### src/rtl/adl_bus_register.sv
// adl_bus_register: registered ADL bus source mux.
// Selects one of NSRC byte sources by fixed priority (highest index wins) and
// registers it. With nothing selected, the held value is kept or, on INC,
// incremented with a one-cycle carry pulse on wrap. Multi-driver selection sets
// a sticky CONFLICT flag. All outputs are registered, so there is no
// combinational path from inputs to outputs.
module adl_bus_register #(
  parameter int unsigned      WIDTH     = 8,
  parameter int unsigned      NSRC      = 4,
  parameter logic [WIDTH-1:0] RESET_VAL = '0
) (
  input  logic                  CLK,
  input  logic                  RST_N,
  input  logic [NSRC-1:0]       CNTL,
  input  logic [NSRC*WIDTH-1:0] IN,
  input  logic                  INC,
  input  logic                  CLR_CONFLICT,
  output logic [WIDTH-1:0]      OUT,
  output logic                  CARRY,
  output logic                  VALID,
  output logic                  CONFLICT
);

  logic [WIDTH-1:0] r_out;
  logic             r_carry;
  logic             r_valid;
  logic             r_conflict;

  logic             w_any;
  logic             w_multi;
  logic [WIDTH-1:0] w_sel_data;
  logic [WIDTH-1:0] w_inc_val;
  logic             w_inc_carry;

  // Source decode: any request, more-than-one request, and priority-selected data.
  // CNTL & (CNTL-1) clears the lowest set bit; non-zero means two or more bits set.
  always_comb begin
    w_any      = |CNTL;
    w_multi    = |(CNTL & (CNTL - NSRC'(1)));
    w_sel_data = '0;
    for (int i = 0; i < NSRC; i++) begin
      if (CNTL[i]) begin
        w_sel_data = IN[i*WIDTH +: WIDTH];
      end
    end
  end

  // Increment of the held value; the extra top bit is the carry out of the wrap.
  always_comb begin
    {w_inc_carry, w_inc_val} = {1'b0, r_out} + (WIDTH+1)'(1);
  end

  // Bus register: load beats increment beats hold; reset overrides everything.
  always_ff @(posedge CLK) begin
    if (!RST_N) begin
      r_out   <= RESET_VAL;
      r_carry <= 1'b0;
      r_valid <= 1'b0;
    end else if (w_any) begin
      r_out   <= w_sel_data;
      r_carry <= 1'b0;
      r_valid <= 1'b1;
    end else if (INC) begin
      r_out   <= w_inc_val;
      r_carry <= w_inc_carry;
      r_valid <= 1'b0;
    end else begin
      r_carry <= 1'b0;
      r_valid <= 1'b0;
    end
  end

  // Sticky contention flag: a new conflict wins over a simultaneous clear.
  always_ff @(posedge CLK) begin
    if (!RST_N) begin
      r_conflict <= 1'b0;
    end else if (w_multi) begin
      r_conflict <= 1'b1;
    end else if (CLR_CONFLICT) begin
      r_conflict <= 1'b0;
    end
  end

  assign OUT      = r_out;
  assign CARRY    = r_carry;
  assign VALID    = r_valid;
  assign CONFLICT = r_conflict;

endmodule

### config.mk
export PLATFORM = sky130hd
export DESIGN_NAME = adl_bus_register
export DESIGN_NICKNAME = d
export VERILOG_FILES = /design/src/rtl/adl_bus_register.sv
export SDC_FILE = /design/constraint.sdc
export NUM_CORES = 1
export LEC_CHECK = 0
export CAP_MARGIN = 20
export CORE_UTILIZATION = 37
export CTS_BUF_LIST = sky130_fd_sc_hd__clkbuf_8
export CTS_CLUSTER_SIZE = 20
export DETAILED_ROUTE_END_ITERATION = 12
export PLACE_DENSITY_LB_ADDON = 0.1
export SETUP_SLACK_MARGIN = 0.15
export SLEW_MARGIN = 20
export SYNTH_ARGS = -nofsm -noshare
export SYNTH_HDL_FRONTEND = slang
export SYNTH_SLANG_ARGS = --single-unit
### constraint.sdc
create_clock -name CLK -period 1.6 [get_ports CLK]
set_clock_uncertainty 0.1 [all_clocks]
set_input_delay 0.24 -clock CLK [delete_from_list [all_inputs] [get_ports CLK]]
set_output_delay 0.24 -clock CLK [all_outputs]
set_load 0.005 [all_outputs]
==> results list <==
- Average footprint of a synthesized cell: 8.159 um2
* Critical path required time: 1.26 ns
* Hold-fix buffers, CTS: 0
- The worst setup path is launched from a flop.
* Crit path buf inv count: 1
- The initial utilization of the core area, before any placement, comes to 39.52%.
- The congestion estimate from routability-driven global placement came to 0.8302.
* Seq cells post-synth: 11
* Pin count of the biggest net entering global routing: 11
- Stage delay of the slowest cell on the critical path: 0.50 ns
- Power spread over the standard cell area amounts to 587.3 nW/um2.
* Final layout net count: 198
- The worst setup path is captured at an output pin.
* Clock network power share: 31.1%
- The first detailed-routing pass ran for 4 iterations.
* Clk Latency, worst-skew pair: 0.24 ns
- Routed wire length: 2.515 mm
- Sequential elements use 28.12% of the synthesized area.
- Count of standard-cell rows: 16
- Max-cap violations: 0
- Total routing usage reported by global routing: 23.40%
* Area Overhead vs Synth: 92.01%
- Final worst path period need: 1.411 ns
- Cell internal power was estimated by the tool at 0.0006480 W.
* Period utilisation layout: 88.19%
- Proportion of layout cells with a drive suffix above 1: 22.44%
- The final-report max-slew violation count is 0.
- Global-route wire length before repair: 3.567 mm
- DRC marker count from the first detailed-route iteration: 22
- Detailed routing inserted a total of 969 vias.
- By startpoint and endpoint, the worst setup path is classified as flop to output pin.
* Cells along the critical path: clkdlybuf4s50_1
- Setup repair after global routing left no endpoint under its margin.
- After routing the design area is 1504 um2.
- Crit path max-delay family: buffers and inverters
- After clock tree synthesis, the setup repair step added 0 buffers.
- DP Area: 1373 um2
- X dimension of the die: 48.01 um
- Power share of the combinational group: 33.0%
- After clock tree synthesis, the clock-pin slew on the worst setup and hold paths is 0.05 ns.
- Total placed cells including tap cells: 179
* Post-synth net total: 137
- Core footprint: 1982 um2
* Total net switching power: 0.0002352 W
- After routing, the total negative slack on setup checks comes to 0 ns.
* CTS buffer count: 3
* Maximum operating frequency: 0.7087 GHz
- Number of different library cells in the post-synthesis netlist: 37
- Die area: 2305 um2
- Static leakage: 0.6640 nW
* TritonCTS clock tree: yes
- Pin slew with the least headroom to its limit: 0.3159 ns
- During placement, the flow inserted port buffers numbering 50.
* Chip Height: 48.01 um
- Arr. time, crit path: 1.07 ns
- Switching share of power: 26.63%
- Final Hold Viols: 0
- The total overflow left after global routing is 0.
- Count of antenna-violating nets left after detailed routing: 0
* Reg power frac: 35.9%
* Final Setup Violations: 0
- The tree is rooted in a sky130_fd_sc_hd__clkbuf_8.
- The flow ran to the end, and the final reports show no timing, DRC or antenna violations.
* Largest driver fanout on the critical path: 2
- During I/O placement, the number of pins put on the boundary was 51.
* Drc violations: 0
- Max transition margin: 78.88%
- Post-synth design cell area: 783.3 um2
- Mean number of vias per cell: 5.295
* Number of clock sinks: 11
- Post-detailed-placement half-perimeter wirelength: 1.969 mm
- During synthesis, Yosys emitted a total of 0 warnings.
* Clock H-tree levels: 1
- The repair_antennas step left the layout with diodes totalling 0.
- The via count of the first global-routing pass was 844.
- Maximum number of buffers from clock root to sink: 2
* Non-filler cells in the finished layout: 183
* Post-Synthesis Cells: 96
* WL/cell: 13.74 um
- After layout, the design draws a total of 0.0008832 W.
- The number of antenna violations at the first check in global routing came to 0.
- Hold crit path type: flop to flop
- Count of fill cells added during filler insertion: 151
- Library cell contributing the largest single delay on the critical path: sky130_fd_sc_hd__clkdlybuf4s50_1
* Peak supply drop: 0.3788 mV
## registers in the layout, indices dropped and copies added, names as in the netlist
signal	flops
CARRY	1
VALID	1
CONFLICT	1
OUT	8
## per-layer routing
layer  vias to the layer above  share of wire (%)  track usage, %
met5                         -                  0               0
met3                         8                4.6           4.906
met1                       445                 42           27.70
met2                        33                 50           38.11
met4                         0                3.4           15.00
li1                        483                  -               -
## power groups by stage
stage | combinational, W | clock [W] | sequential [W]
after global placement | 0.000274 | 0 | 0.000321
after detailed placement | 0.000278 | 0 | 0.000323
final | 0.000291 | 0.000275 | 0.000317
after CTS | 0.000284 | 0.000279 | 0.000319
after floorplan | 0.000101 | 0 | 0.000321
after global routing | 0.000316 | 0.000293 | 0.000321
## metrics by stage
| stage | utilization [%] | setup WS, ns | hold slack [ns] |
|---|---|---|---|
| floorplan | - | 0.2899 | 0.2810 |
| global placement | 69.26 | -0.1118 | 0.3601 |
| detailed placement | 69.26 | -0.1449 | 0.3670 |
| CTS | 73.04 | 0.1286 | 0.3710 |
| global route | 75.88 | 0.1583 | 0.4002 |
| finish | 75.88 | 0.1890 | 0.3764 |
## synth_stat cells
cell                         n  share of area (%)
sky130_fd_sc_hd__nand4_1     4                3.2
sky130_fd_sc_hd__nand2_1    11                5.3
sky130_fd_sc_hd__nand2_2     1               0.80
sky130_fd_sc_hd__nand3_1     1               0.64
sky130_fd_sc_hd__o21ai_1     3                1.9
sky130_fd_sc_hd__dfxtp_1    11                 28
sky130_fd_sc_hd__nand3b_1    2                1.9
sky130_fd_sc_hd__clkbuf_1    3                1.4
sky130_fd_sc_hd__a221oi_1    4                4.5
sky130_fd_sc_hd__buf_6       1                1.4
sky130_fd_sc_hd__buf_2       1               0.64
sky130_fd_sc_hd__nor3_4      1                2.1
sky130_fd_sc_hd__nand2b_1    1               0.80
sky130_fd_sc_hd__o2111ai_1   1                1.1
sky130_fd_sc_hd__nor3_1      1               0.64
sky130_fd_sc_hd__a21boi_1    2                1.9
sky130_fd_sc_hd__o21ai_0     2                1.3
sky130_fd_sc_hd__nor4_2      1                1.6
sky130_fd_sc_hd__inv_1       5                2.4
sky130_fd_sc_hd__a211oi_1    1               0.96
sky130_fd_sc_hd__ha_1        1                1.6
sky130_fd_sc_hd__a22o_1      2                2.2
sky130_fd_sc_hd__a2111oi_0   1                1.1
sky130_fd_sc_hd__a221o_1     1                1.3
sky130_fd_sc_hd__a21oi_1     4                2.6
sky130_fd_sc_hd__a221oi_2    1                1.9
sky130_fd_sc_hd__xor2_1      1                1.1
sky130_fd_sc_hd__buf_4       1               0.96
sky130_fd_sc_hd__or2_1       1               0.80
sky130_fd_sc_hd__a222oi_1    1                1.3
sky130_fd_sc_hd__o22ai_1     4                3.2
sky130_fd_sc_hd__o221ai_1    4                4.5
sky130_fd_sc_hd__nor2b_1     4                3.2
sky130_fd_sc_hd__and2b_4     1                1.3
sky130_fd_sc_hd__xnor2_1     6                6.7
sky130_fd_sc_hd__mux2i_1     1                1.3
sky130_fd_sc_hd__nor2_1      5                2.4
## logic make-up (layout without fill, tap and decap cells)
group | Yosys count | in the layout | share of synthesized area [%]
XOR/XNOR | 7 | 7 | 7.828
AND/OR/NAND/NOR | 34 | 34 | 24.60
AO/OA/AOI/OAI | 31 | 31 | 29.71
multiplexers | 1 | 1 | 1.278
adder cells (fa/ha/maj) | 1 | 1 | 1.597
buffers and inverters | 11 | 71 | 6.869
flip-flops | 11 | 11 | 28.11
## timing repair
item                                    in CTS  in global routing
pin swaps                                    1                  6
hold endpoints to repair                     0                  0
endpoints found under the setup margin      14                 16
resized for setup                           16                 19
## worst paths after layout
path	from	end	slack (ns)	cells after the start
setup / recovery	CONFLICT	CONFLICT	0.19	1
hold / removal	OUT[7]	CARRY	0.38	2
setup reg to reg	OUT[0]	OUT[1]	0.25	5
hold reg to reg	OUT[7]	CARRY	0.38	2
## placed cells by master (no fill, tap or decap), types with 2 or more instances in the layout
cell and count:
sky130_fd_sc_hd__dfxtp_2 4, sky130_fd_sc_hd__a21oi_1 4, sky130_fd_sc_hd__dfxtp_1 4, sky130_fd_sc_hd__xnor2_1 6, sky130_fd_sc_hd__dfxtp_4 3, sky130_fd_sc_hd__dlygate4sd2_1 3
sky130_fd_sc_hd__buf_4 10, sky130_fd_sc_hd__a21boi_1 2, sky130_fd_sc_hd__nand2_1 10, sky130_fd_sc_hd__a221oi_2 4, sky130_fd_sc_hd__o21ai_1 4, sky130_fd_sc_hd__inv_1 5
sky130_fd_sc_hd__nand4_1 4, sky130_fd_sc_hd__dlymetal6s2s_1 9, sky130_fd_sc_hd__nor2_1 5, sky130_fd_sc_hd__clkbuf_8 3, sky130_fd_sc_hd__a22o_1 2, sky130_fd_sc_hd__clkdlybuf4s50_1 38
sky130_fd_sc_hd__o221ai_1 4, sky130_fd_sc_hd__buf_6 2, sky130_fd_sc_hd__o22ai_1 4, sky130_fd_sc_hd__nor2b_1 4, sky130_fd_sc_hd__nand3b_1 2
## cell type report
cell class	count	area (um2)	share of cell area [%]
multi-input cells	74	549.3	36.52
repair buffers	62	616.8	41.02
well taps	27	33.78	2.246
flip-flops and latches	11	236.5	15.72
clock buffers	3	41.29	2.745
inverters	5	22.52	1.498
clock inverters	1	3.754	0.2496
Note: power is estimated with default switching activity, not from simulation.
